## src/rtl/ppu_scheduler.sv

```systemverilog
// ppu_scheduler: round-robin arbiter of two byte sources onto the PPU stb/ack channel,
// plus the sync-aligned PPU mode register with optional auto-cycling.
module ppu_scheduler #(
    parameter int TIMEOUT         = 64,
    parameter int FRAMES_PER_MODE = 120,
    parameter int MODE_MAX        = 5
) (
    input  logic       clk,
    input  logic       rst,
    input  logic       sync,
    input  logic [7:0] a_data,
    input  logic       a_stb,
    output logic       a_ack,
    input  logic [7:0] b_data,
    input  logic       b_stb,
    output logic       b_ack,
    output logic [7:0] ppu_data,
    output logic       ppu_stb,
    input  logic       ppu_ack,
    input  logic [2:0] mode_req,
    input  logic       mode_req_vld,
    input  logic       auto_cycle,
    output logic [2:0] mode,
    output logic       timeout_err
);
    localparam int TW = $clog2(TIMEOUT + 1);
    localparam int FW = $clog2(FRAMES_PER_MODE + 1);

    typedef enum logic [1:0] {IDLE, SEND, DONE} state_t;

    state_t        state;
    logic          grant_b;
    logic          last_b;
    logic          pick_b;
    logic          req_ok;
    logic [TW-1:0] tmo_cnt;
    logic [FW-1:0] frame_cnt;
    logic [2:0]    pending;
    logic          pending_vld;

    // B wins only when A is absent or A was served last
    always_comb pick_b = b_stb && (!a_stb || !last_b);
    always_comb req_ok = mode_req_vld && (mode_req <= 3'(MODE_MAX));

    always_ff @(posedge clk or posedge rst) begin
        if (rst) begin
            state       <= IDLE;
            grant_b     <= 1'b0;
            last_b      <= 1'b1;
            tmo_cnt     <= '0;
            ppu_data    <= '0;
            ppu_stb     <= 1'b0;
            a_ack       <= 1'b0;
            b_ack       <= 1'b0;
            timeout_err <= 1'b0;
        end else begin
            a_ack <= 1'b0;
            b_ack <= 1'b0;
            case (state)
                IDLE: if (a_stb || b_stb) begin
                    grant_b  <= pick_b;
                    ppu_data <= pick_b ? b_data : a_data;
                    ppu_stb  <= 1'b1;
                    tmo_cnt  <= '0;
                    state    <= SEND;
                end
                SEND: begin
                    tmo_cnt <= tmo_cnt + 1'b1;
                    // ack in the timeout cycle counts as delivery, not an error
                    if (ppu_ack || tmo_cnt == TW'(TIMEOUT - 1)) begin
                        ppu_stb     <= 1'b0;
                        a_ack       <= !grant_b;
                        b_ack       <= grant_b;
                        last_b      <= grant_b;
                        timeout_err <= timeout_err | !ppu_ack;
                        state       <= DONE;
                    end
                end
                DONE:    state <= IDLE;
                default: state <= IDLE;
            endcase
        end
    end

    always_ff @(posedge clk or posedge rst) begin
        if (rst) begin
            mode        <= '0;
            pending     <= '0;
            pending_vld <= 1'b0;
            frame_cnt   <= '0;
        end else if (sync && (req_ok || pending_vld)) begin
            mode        <= req_ok ? mode_req : pending;
            pending_vld <= 1'b0;
            frame_cnt   <= '0;
        end else begin
            if (req_ok) begin
                pending     <= mode_req;
                pending_vld <= 1'b1;
            end
            if (sync && auto_cycle) begin
                if (frame_cnt == FW'(FRAMES_PER_MODE - 1)) begin
                    mode      <= (mode == 3'(MODE_MAX)) ? 3'd0 : mode + 3'd1;
                    frame_cnt <= '0;
                end else begin
                    frame_cnt <= frame_cnt + 1'b1;
                end
            end
        end
    end
endmodule

```

## config.mk

```make
export PLATFORM = sky130hd
export DESIGN_NAME = ppu_scheduler
export DESIGN_NICKNAME = d
export VERILOG_FILES = /design/src/rtl/ppu_scheduler.sv
export SDC_FILE = /design/constraint.sdc
export NUM_CORES = 1
export LEC_CHECK = 0
export BUFFER_PORTS_ARGS = -buffer_cell sky130_fd_sc_hd__buf_2
export CORE_MARGIN = 5
export CORE_UTILIZATION = 51
export CTS_CLUSTER_DIAMETER = 30
export DETAILED_ROUTE_END_ITERATION = 7
export GPL_ROUTABILITY_DRIVEN = 0
export PLACE_DENSITY = 0.74
export SLEW_MARGIN = 20
export SYNTH_ARGS = -nofsm -noshare
export SYNTH_HDL_FRONTEND = slang
export SYNTH_SLANG_ARGS = --single-unit
```

## constraint.sdc

```tcl
create_clock -name clk -period 1.74 [get_ports clk]
set_clock_uncertainty 0.05 [all_clocks]
set_input_delay 0.261 -clock clk [delete_from_list [all_inputs] [get_ports clk]]
set_output_delay 0.261 -clock clk [all_outputs]
set_load 0.01 [all_outputs]
```

== Yosys cells after proc, flatten, opt, wreduce, memory -nomap -nowiden ==
Index checks and enable logic that the tools add are counted.
Cells by class
  $add $sub $neg: 3
  $lt $le $gt $ge: 1
  equal/unequal tests: 6
  muxes and demuxes: 23
  bitwise operators: 1
  reduce and logical (&&, ||, !) cells: 23
Operators by type and width (count)
  2-to-1 mux 7 bit: 4
  2-to-1 mux 3 bit: 5
  adder 7 x 1 -> 7 bit, second input constant: 2
  case mux 7 bit (2 select lines): 1
  AND reduction 2 bit: 5
  2-to-1 mux 1 bit: 8
  2-to-1 mux 8 bit: 1
  nonzero test 2 bit: 4
  == test 7 x 6 -> 1 bit, second input constant: 1
  == test 7 bit, second input constant: 1
  logical AND 1 bit: 4
  zero test 1 bit: 4
  logical OR 1 bit: 4
  2-to-1 mux 2 bit: 2
  != test 2 bit, second input constant: 2
  case mux 2 bit (2 select lines): 1
  adder 3 x 1 -> 3 bit, second input constant: 1
  == test 3 bit, second input constant: 1
  less-or-equal comparator 3 bit, second input constant: 1
  AND reduction 3 bit: 1
  == test 2 x 1 -> 1 bit, second input constant: 1
  zero test 2 bit: 1
  case mux 1 bit (2 select lines): 1
  OR 1 bit: 1
Storage, ports and cells
  bits in registers: 37
  input bits: 27
  output and inout bits: 15
  logic and storage cells: 70

== Depth between registers and ports, before layout ==
  depth after elaboration: 6
  gate-level depth with buffers: 5
  depth with buffers taken out: 5

== Worst setup path after synthesis ==
OpenSTA, ideal clock, no wires.
  path kind: flip-flop to flip-flop
  from: reg frame_cnt[0]
  to: reg frame_cnt[3]
  setup time: 73 ps
  arrival: 1486 ps
  required time: 1617 ps
  slack: 131 ps
  stages on the path, launching flop included: 6
  path buffers: 0
  clock period less this slack: 1609 ps
  cells stage by stage: dfrtp_1 > ha_1 > and3_1 > a21oi_4 > or3b_1 > a21oi_2
Between the ends
  cells in the longest elaborated chain, start to end: 4
  elaborated cells on any way between the ends: 5
  those cells by class: add/sub (1); eq/ne (1); mux (3)
Ends and longest elaborated chain
  start: declaration: RTL line 37  | logic [FW-1:0] frame_cnt;
  start signal: assignment: RTL line 105  | frame_cnt <= frame_cnt + 1'b1;
  adder 7 x 1 -> 7 bit / == test 7 bit (equally long branches): RTL line 105, 101
  2-to-1 mux 7 bit *: RTL line 101  | if (frame_cnt == FW'(FRAMES_PER_MODE - 1)) begin
  2-to-1 mux 7 bit *: RTL line 100  | if (sync && auto_cycle) begin
  2-to-1 mux 7 bit *: RTL line 91  | end else if (sync && (req_ok || pending_vld)) begin
Every way passes the cells marked *; elsewhere a longest branch is shown, timed or not. The select of a mux whose other input is x is not followed.
A chain may end at the register's enable or synchronous reset.

== Worst setup path in the final report ==
Same ends and word-level chain as after synthesis.

==> results.cfg <==
[clocking]
clk_pin_slew_ns = 0.11
cts_root_buf = clkbuf_4
clkSinkCount = 37
cts_buffers = 5
clockBufferDepth = 2
cts_tree = built
ctsHtreeMaxLevel = 2
clkLatencyLatePin_ns = 0.34

[timing]
final.min_clock_period_ns = 1.658
finalHoldViolations = 0
fin_tns_setup_ns = 0
fmax_ghz = 0.6030
min_period_over_period_pct = 95.31
slew_headroom_pct = 65.24
setup_viol = 0
slew_violations = 0
hold_slack_ns = 0.07318
worstMarginPinSlew_ns = 0.5159

[synth]
synthDistinctLibCells = 41
synth_common_cells = 36 x dfrtp_1, 22 x nand2_1, 22 x o21ai_0
synth.most_common_cell = dfrtp_1
synth_ff_type = dfrtp_1
ys_warn_count = 0
synth_seq_cells = 37
synth_edf_count = 0
syn_nets = 202
async_reset_ff_share_pct = 100.0
synthTopCellsByArea = dfrtp_1 51%, o21ai_0 6.2%, mux2i_1 5.7%, nand2_1 4.7%, nor2_1 3.4%
seq_area_frac_synth_pct = 52.52
avgSynthCellArea_um2 = 10.20
yosysTopAreaCell = dfrtp_1
mappedNetlistArea_um2 = 1765
netlist.area_leader.share_pct = 51.03
syn-instance-count = 173

[grt]
grt_max_degree = 38
antenna_found_initial = 0
gr-total-overflow = 0
grt_pass1_wl_mm = 6.168
grt_usage_pct = 17.62
grt_pass1_vias = 1468

[routing]
drt-total-wl_mm = 3.609
drt_iter0_markers = 62
drc = 0
drt_first_pass_iters = 4
vias = 1474
routedWlPerCell_um = 13.12
via_per_inst = 5.360
final_antenna_net_count = 0

[job]
maxCapViolations = 0

[pwr]
power.density_nw_per_um2 = 1168
p_leak_uw = 0.001064
irDropWorstVdd_mv = 0.7627

[critical_path]
worstSetupStartpointType = flip-flop
path_class = reg2reg
r2r_end = frame_cnt[3]
crit_start = frame_cnt[0]
end_kind = flip-flop
r2r-start = frame_cnt[0]
rrSetupSlack_ns = 0.08
crit_fanout = 4
arrival_ns = 1.89
required_ns = 1.97
reg2reg_depth = 5

[cells_and_area]
utilization_pct = 65.05
fin_cells = 275
final_area_um2 = 2171
nNetsFinal = 257
drive_gt1_share_pct = 33.19
area_growth_pct = 22.96
antennaDiodeCount = 0

[placement]
placed_cell_area_um2 = 2072
post-dp-hpwl_mm = 2.782
placedCellCount = 264
port_buffers = 41

[die]
die_height_um = 68.84
start_util_pct = 52.91
die_area_um2 = 4738
coreArea_um2 = 3337
rows = 21
die_x_um = 68.84
io_pins = 42

[hold_path]
holdPathEnd = state[0]
hp-class = in2reg
hold_depth = 2
hp-start = ppu_ack

[outcome]
outcome = complete, no violations
## cell type report
cell class / instances / area [µm²]
clock buffers: 6 / 51.30
clock inverters: 2 / 13.76
fillers: 274 / 1166
inverters: 5 / 18.77
multi-input cells: 126 / 804.5
flip-flops and latches: 37 / 927.1
well taps: 46 / 57.56
repair buffers: 53 / 297.8
## placed cells by master (no fill, tap or decap), drive strengths merged, types with 4 or more instances in the layout
cell,instances
buf,52
dfrtp,36
nand2,22
o21ai,22
nor2,16
mux2i,10
nand3,6
clkbuf,6
inv,5
mux2,5
o31ai,4
and3,4
a21oi,4
## worst max-delay path by stage
| stage | end | slack [ns] | cells past startpoint |
|---|---|---|---|
| 6_report | frame_cnt[3] | 0.08 | 5 |
| 5_1_grt | frame_cnt[3] | -0.002 | 5 |
| 4_1_cts | last_b | 0.07 | 5 |
| 3_5_place_dp | last_b | 0.09 | 5 |
| 3_3_place_gp | last_b | 0.16 | 5 |
| 2_1_floorplan | frame_cnt[3] | 0.13 | 5 |
## stage by stage
stage	setup WS (ns)	power [µW]
global placement	0.1553	2020
finish	0.08153	2537
detailed placement	0.08656	2059
global route	-0.001696	2743
floorplan	0.1314	1722
CTS	0.06740	2547
## routing by layer
layer / routed length (µm) / vias up / track usage (%)
met5: 0 / - / 0
met4: 51 / 0 / 9.489
met3: 293 / 6 / 4.862
met2: 1736 / 47 / 29.80
met1: 1527 / 696 / 20.15
li1: - / 725 / -
## logic make-up (layout without fill, tap and decap cells)
group           Yosys count  count (layout)  share of synthesized area (%)
simple gates             62              62                          16.94
mux                      15              15                          8.859
fa+ha+maj                 2               2                          1.417
xor+xnor                  3               3                          1.489
flops                    37              37                          52.52
buf+inv                  10              66                          2.410
compound gates           44              44                          16.37
## report_power, final
| part | switching (µW) | internal [µW] | leakage, µW | total [µW] |
|---|---|---|---|---|
| Combinational | 451 | 382 | 0.000555 | 833 |
| Sequential | 144 | 1090 | 0.000472 | 1230 |
| Clock | 278 | 197 | 0.0000382 | 474 |
## sequential cells by signal, indices dropped and copies added, names as in the netlist
name and cells:
ppu_data 8, frame_cnt 7, tmo_cnt 7, mode 3
pending 3, state 2, a_ack 1, b_ack 1
grant_b 1, last_b 1, pending_vld 1, ppu_stb 1
timeout_err 1
## repair_timing
| action | CTS | global route |
|---|---|---|
| hold endpoints to repair | 36 | 0 |
| setup buffers | 0 | 2 |
| endpoints found under the setup margin | 0 | 4 |
| hold buffers | 1 | 0 |
| gates resized for setup | 0 | 3 |
## worst max-delay path: stages (launching register included)
cell	delay, ns
dfrtp_1	0.42
ha_1	0.25
and3_2	0.26
a21oi_4	0.12
or3b_1	0.37
a21oi_2	0.12
Power figures use the tool's default switching activity.
